===== config.mk =====
export PLATFORM = sky130hd
export DESIGN_NAME = store_chk_matcher
export DESIGN_NICKNAME = d
export VERILOG_FILES = /design/src/rtl/store_chk_pkg.sv /design/src/rtl/store_chk_matcher.sv
export SDC_FILE = /design/constraint.sdc
export NUM_CORES = 1
export LEC_CHECK = 0
export ABC_AREA = 1
export ABC_CLOCK_PERIOD_IN_PS = 1100
export CORE_AREA = 2 2 178 180
export DETAILED_ROUTE_END_ITERATION = 6
export DIE_AREA = 0 0 180 182
export GPL_TIMING_DRIVEN = 0
export SLEW_MARGIN = 0
export SYNTH_ARGS = -nofsm -noshare
export SYNTH_HDL_FRONTEND = slang
export SYNTH_SLANG_ARGS = --single-unit

===== constraint.sdc =====
create_clock -name vclk -period 1.1
set_input_delay 0.11 -clock vclk [all_inputs]
set_output_delay 0.11 -clock vclk [all_outputs]
set_load 0.02 [all_outputs]

===== src/rtl/store_chk_pkg.sv =====
// rtl/store_chk_pkg.sv - shared state, fail-code and width definitions for the store sequence checker
package store_chk_pkg;

   typedef enum logic [1:0] {
      ST_IDLE = 2'd0,
      ST_RUN  = 2'd1,
      ST_PASS = 2'd2,
      ST_FAIL = 2'd3
   } state_e;

   localparam logic [1:0] FC_NONE    = 2'd0;
   localparam logic [1:0] FC_UNEXP   = 2'd1;
   localparam logic [1:0] FC_DATA    = 2'd2;
   localparam logic [1:0] FC_TIMEOUT = 2'd3;

   localparam int IGN_CNT_W = 16;

endpackage


===== src/rtl/store_chk_matcher.sv =====
// rtl/store_chk_matcher.sv - combinational lookup of one store against the expected and ignore lists
module store_chk_matcher
   import store_chk_pkg::*;
#(
   parameter int ADDR_W  = 32,
   parameter int DATA_W  = 32,
   parameter int NUM_EXP = 4,
   parameter int NUM_IGN = 4,
   parameter int ORDERED = 1,
   parameter int MC_W    = $clog2(NUM_EXP + 1),
   parameter int IDX_W   = (NUM_EXP > 1) ? $clog2(NUM_EXP) : 1
) (
   input  logic [ADDR_W-1:0]         data_adr_i,
   input  logic [DATA_W-1:0]         write_data_i,
   input  logic [NUM_EXP*ADDR_W-1:0] exp_addr_i,
   input  logic [NUM_EXP*DATA_W-1:0] exp_data_i,
   input  logic [NUM_IGN*ADDR_W-1:0] ign_addr_i,
   input  logic [NUM_IGN-1:0]        ign_valid_i,
   input  logic [NUM_EXP-1:0]        hit_mask_i,
   input  logic [MC_W-1:0]           match_count_i,
   output logic                      hit_o,
   output logic [IDX_W-1:0]          hit_idx_o,
   output logic                      data_ok_o,
   output logic                      ignored_o
);

   always_comb begin
      hit_o     = 1'b0;
      hit_idx_o = '0;
      data_ok_o = 1'b0;
      if (ORDERED != 0) begin
         for (int i = 0; i < NUM_EXP; i++) begin
            if (match_count_i == MC_W'(i) && exp_addr_i[i*ADDR_W +: ADDR_W] == data_adr_i) begin
               hit_o     = 1'b1;
               hit_idx_o = IDX_W'(i);
               data_ok_o = (exp_data_i[i*DATA_W +: DATA_W] == write_data_i);
            end
         end
      end else begin
         // Walk downwards so the lowest-index un-hit entry wins.
         for (int i = NUM_EXP - 1; i >= 0; i--) begin
            if (!hit_mask_i[i] && exp_addr_i[i*ADDR_W +: ADDR_W] == data_adr_i) begin
               hit_o     = 1'b1;
               hit_idx_o = IDX_W'(i);
               data_ok_o = (exp_data_i[i*DATA_W +: DATA_W] == write_data_i);
            end
         end
      end
   end

   always_comb begin
      ignored_o = 1'b0;
      for (int j = 0; j < NUM_IGN; j++) begin
         if (ign_valid_i[j] && ign_addr_i[j*ADDR_W +: ADDR_W] == data_adr_i) begin
            ignored_o = 1'b1;
         end
      end
   end

endmodule


Word-level counts from Yosys, hierarchy flattened

Cells that the tools add are included.

Equality and inequality tests: 15
Mux-type cells: 15
Reduce and logical (&&, ||, !) cells: 9

Operator list:

| cell                                                             | count |
|---|---|
| 32-bit == test                                                   | 12 |
| 1-bit 2-to-1 mux                                                 | 13 |
| 1-bit logical AND                                                | 8 |
| 3-bit by 2-bit == test with 1-bit output (second input constant) | 2 |
| 2-bit 2-to-1 mux                                                 | 2 |
| 3-bit by 1-bit == test with 1-bit output (second input constant) | 1 |
| 3-bit logical NOT                                                | 1 |

Register bits after elaboration: 0
Word-level logic and storage cells: 39

Logic depth before layout (Yosys ltp)

Depth in word-level cells: 6
Gate-level depth with buffers: 11
Depth with buffers taken out: 10

Least setup slack after synthesis

Ideal clock, no wire load.

Path type: input port to output port
Start point: input data_adr_i[20]
End point: output hit_idx_o[0]
Data arrival time: 1.294 ns
Slack: -0.304 ns
Cell stages on the path: 7
Path buffers: 1
Path through: buf_4 inv_1 nand2_1 nand2_1 nor4b_1 nand4_1 o21ai_0

Word-level cells in the longest chain between the ends: 5

RTL lines:

| item                 | line                    | text |
|---|---|---|
| start: declaration   | store_chk_matcher.sv:13 | `input logic [ADDR_W-1:0] data_adr_i,` |
| 32-bit == test       | n/a                     |  |
| 1-bit logical AND    | store_chk_matcher.sv:33 | `if (match_count_i == MC_W'(i) && exp_addr_i[i*ADDR_W +: ADDR_W] == data_adr_i) begin` |
| 1-bit 2-to-1 mux     | store_chk_matcher.sv:33 |  |
| 2-bit 2-to-1 mux     | store_chk_matcher.sv:33 |  |
| 2-bit 2-to-1 mux (*) | store_chk_matcher.sv:33 |  |
| end: declaration     | store_chk_matcher.sv:22 | `output logic [IDX_W-1:0] hit_idx_o,` |

Mark *: on every way between the ends. The rest lies on a longest branch, timed or not.

Final worst setup path

Start point: input exp_addr_i[45]
End point: output data_ok_o

Word-level cells in the longest chain between the ends: 5

RTL lines:

| item                          | line                    | text |
|---|---|---|
| start: declaration            | store_chk_matcher.sv:15 | `input logic [NUM_EXP*ADDR_W-1:0] exp_addr_i,` |
| 32-bit == test                | n/a                     |  |
| 1-bit logical AND             | store_chk_matcher.sv:33 |  |
| 1-bit 2-to-1 mux (3 in a row) | store_chk_matcher.sv:33 |  |
| end: declaration              | store_chk_matcher.sv:23 | `output logic data_ok_o,` |

No other way between the ends.

==> flow_summary.ini <==
[synth]
synthDistinctLibCells = 27
avgSynthCellArea_um2 = 4.88
syn_nets = 1697
postSynthCellCount = 1238
ys_seq_area_share_pct = 0
synth_area_um2 = 6040
ys_warn_count = 0

[power]
irDropWorstVdd_mv = 0.150
p_leak_nw = 5.99
power_density_nw_per_um2 = 359
p_int_w = 0.00207
seqPwrFrac_pct = 0
power_frac_comb_pct = 100.0
power.total_w = 0.00425
swShare_pct = 51.3
p_sw_w = 0.00218
power_frac_clock_pct = 0

[sta]
setup_viol = 5
finalCriticalPeriod_ps = 1510
final_hold_viol_count = 0
drv_slew = 0
rsz0062_at_grt = true
slew_headroom_pct = 77.6
fin_ws_ps = -409
period_share_pct = 137
tightest_slew_ps = 332
clock.fmax_mhz = 663

[route]
post_drt_wl_per_cell_um = 19.3
vias = 9424
wl_um = 40700
drc = 0
ant_nets = 0
dr.first_iter.drc_count = 429
viasPerCell = 4.47
drt_pass1_iterations = 5

[finish]
n_clock_buffer = 0
final_cell_mix = 388 x nand2_1, 290 x dlygate4sd2_1, 180 x nor2_1
drive_gt1_share_pct = 22.9
seq_cells = 0
final_common_cell = nand2_1
multi_input_area_um2 = 5970
fillers = 3520
syn_to_final_growth_pct = 96.2
seq_area_um2 = 0
fin_nets = 2162

[place]
post-place-ws_ps = -2090
gp_congestion = 0.963
dp_hpwl_um = 34700
port_buffers = 427

[global_route]
grt_pass1_wl_um = 58300
grt_pass1_vias = 9408
grt_start_max_net_pins = 11
grt_util_met1_pct = 28.1
antenna_found_initial = 13
track_usage_pct = 23.6
met2_usage_pct = 44.8
grtUsageMet3_pct = 4.13
overflow = 0
busiest_layer = met2

[worst_hold_path]
hold_path_class = primary input to output port

[critical_path]
startpoint_type = primary input
endpoint_kind = output port
worstPathMaxFanout = 2
path_buf_inv = 2
crit_family = simple AND/OR/NAND/NOR gates
critPathKind = primary input to output port
cp_cell_sequence = dlygate4sd2_1 -> xor2_1 -> nor2_1 -> nand2_1 -> nor2_1 -> nand2_1 -> nor2_2 -> nand3_1 -> nand4_1 -> buf_6
arrival_ps = 1400
cp_slowest_cell = dlygate4sd2_1
cpPeakStageDelay_ps = 260
critPathRequiredTime_ps = 990

[cts]
hold_buffers = 0

[die]
ios = 464
std_cell_rows = 65
die_x_um = 180
die_y_um = 182
die-area_um2 = 32800
start_util_pct = 19.5
coreArea_um2 = 31000

[job]
max-cap-violations = 0

[status]
status = complete, but fails checks
failed_checks = negative setup slack
## worst min-delay path, stage by stage
cell and delay [ps]:
clkbuf_2 110, nor2_1 60, nand3_2 80, nand4_1 110, buf_6 160
## synth_stat cells, types with 2 or more instances
master | n | area share, %
buf_2 | 6 | 0.50
nand2_1 | 459 | 29
o21ai_0 | 48 | 4.0
nor2_1 | 235 | 15
nor3_1 | 20 | 1.7
a221oi_1 | 2 | 0.29
xnor2_1 | 47 | 6.8
o22ai_1 | 20 | 2.1
nor4_1 | 5 | 0.52
inv_1 | 140 | 8.7
buf_4 | 18 | 2.2
o221ai_1 | 2 | 0.29
or2_2 | 3 | 0.31
nand4_1 | 20 | 2.1
inv_2 | 10 | 0.62
clkbuf_1 | 3 | 0.19
xor2_1 | 148 | 21
nand2_2 | 4 | 0.41
or2_1 | 2 | 0.21
clkbuf_2 | 7 | 0.58
buf_6 | 5 | 0.93
a21oi_1 | 5 | 0.41
nand3_1 | 25 | 2.1
## through the flow
stage,cells,utilization (%),instance area (µm²),hold WS (ps),TNS [ps]
2_1_floorplan,1238,-,6230,519,-130
4_1_cts,2100,37.6,11600,803,-1830
6_report,2108,38.2,11800,741,-1890
3_5_place_dp,2067,35.5,11000,1290,-9800
3_3_place_gp,2067,35.5,11000,1300,-9750
5_1_grt,2108,38.2,11800,778,-2300
## metal layers
metal / part of all wire, % / wire [µm] / vias to the layer above
li1: - / - / 4695
met1: 40 / 16400 / 4269
met2: 51 / 20800 / 403
met3: 7.1 / 2880 / 51
met4: 1.5 / 595 / 6
met5: 0.093 / 38 / -
## logic make-up (layout without fill, tap and decap cells)
logic type / after synthesis / in the layout / synth area share (%)
simple gates: 775 / 775 / 50.6
xor+xnor: 195 / 195 / 28.3
buf+inv: 189 / 652 / 13.8
compound gates: 79 / 79 / 7.31
other cells: 0 / 5 / 0
## final timing paths
kind              slack, ps  depth (start not counted)             start   endpoint
setup / recovery       -410                         10    exp_addr_i[45]  data_ok_o
hold / removal          740                          5  match_count_i[0]  data_ok_o
## power by group through the flow
stage | combinational, W | sequential [W] | clock [W]
CTS | 0.00414 | 0 | 0
detailed placement | 0.00413 | 0 | 0
finish | 0.00425 | 0 | 0.000000000611
global route | 0.00463 | 0 | 0.000000000609
global placement | 0.00409 | 0 | 0
floorplan | 0.00176 | 0 | 0
## final cells by class
class / count / area share [%]
inverter: 150 / 5.88
tap: 402 / 4.25
antenna: 5 / 0.106
buffer: 39 / 4.53
timing repair buffer: 463 / 34.8
multi-input combinational: 1049 / 50.4
## repair_timing
item / CTS / global route
cloned: 2 / 0
buffers inserted: 31 / 3
pin swaps: 369 / 115
endpoints found under the setup margin: 5 / 5
gates resized for setup: 896 / 149
Note: power is estimated with default switching activity, not from simulation.
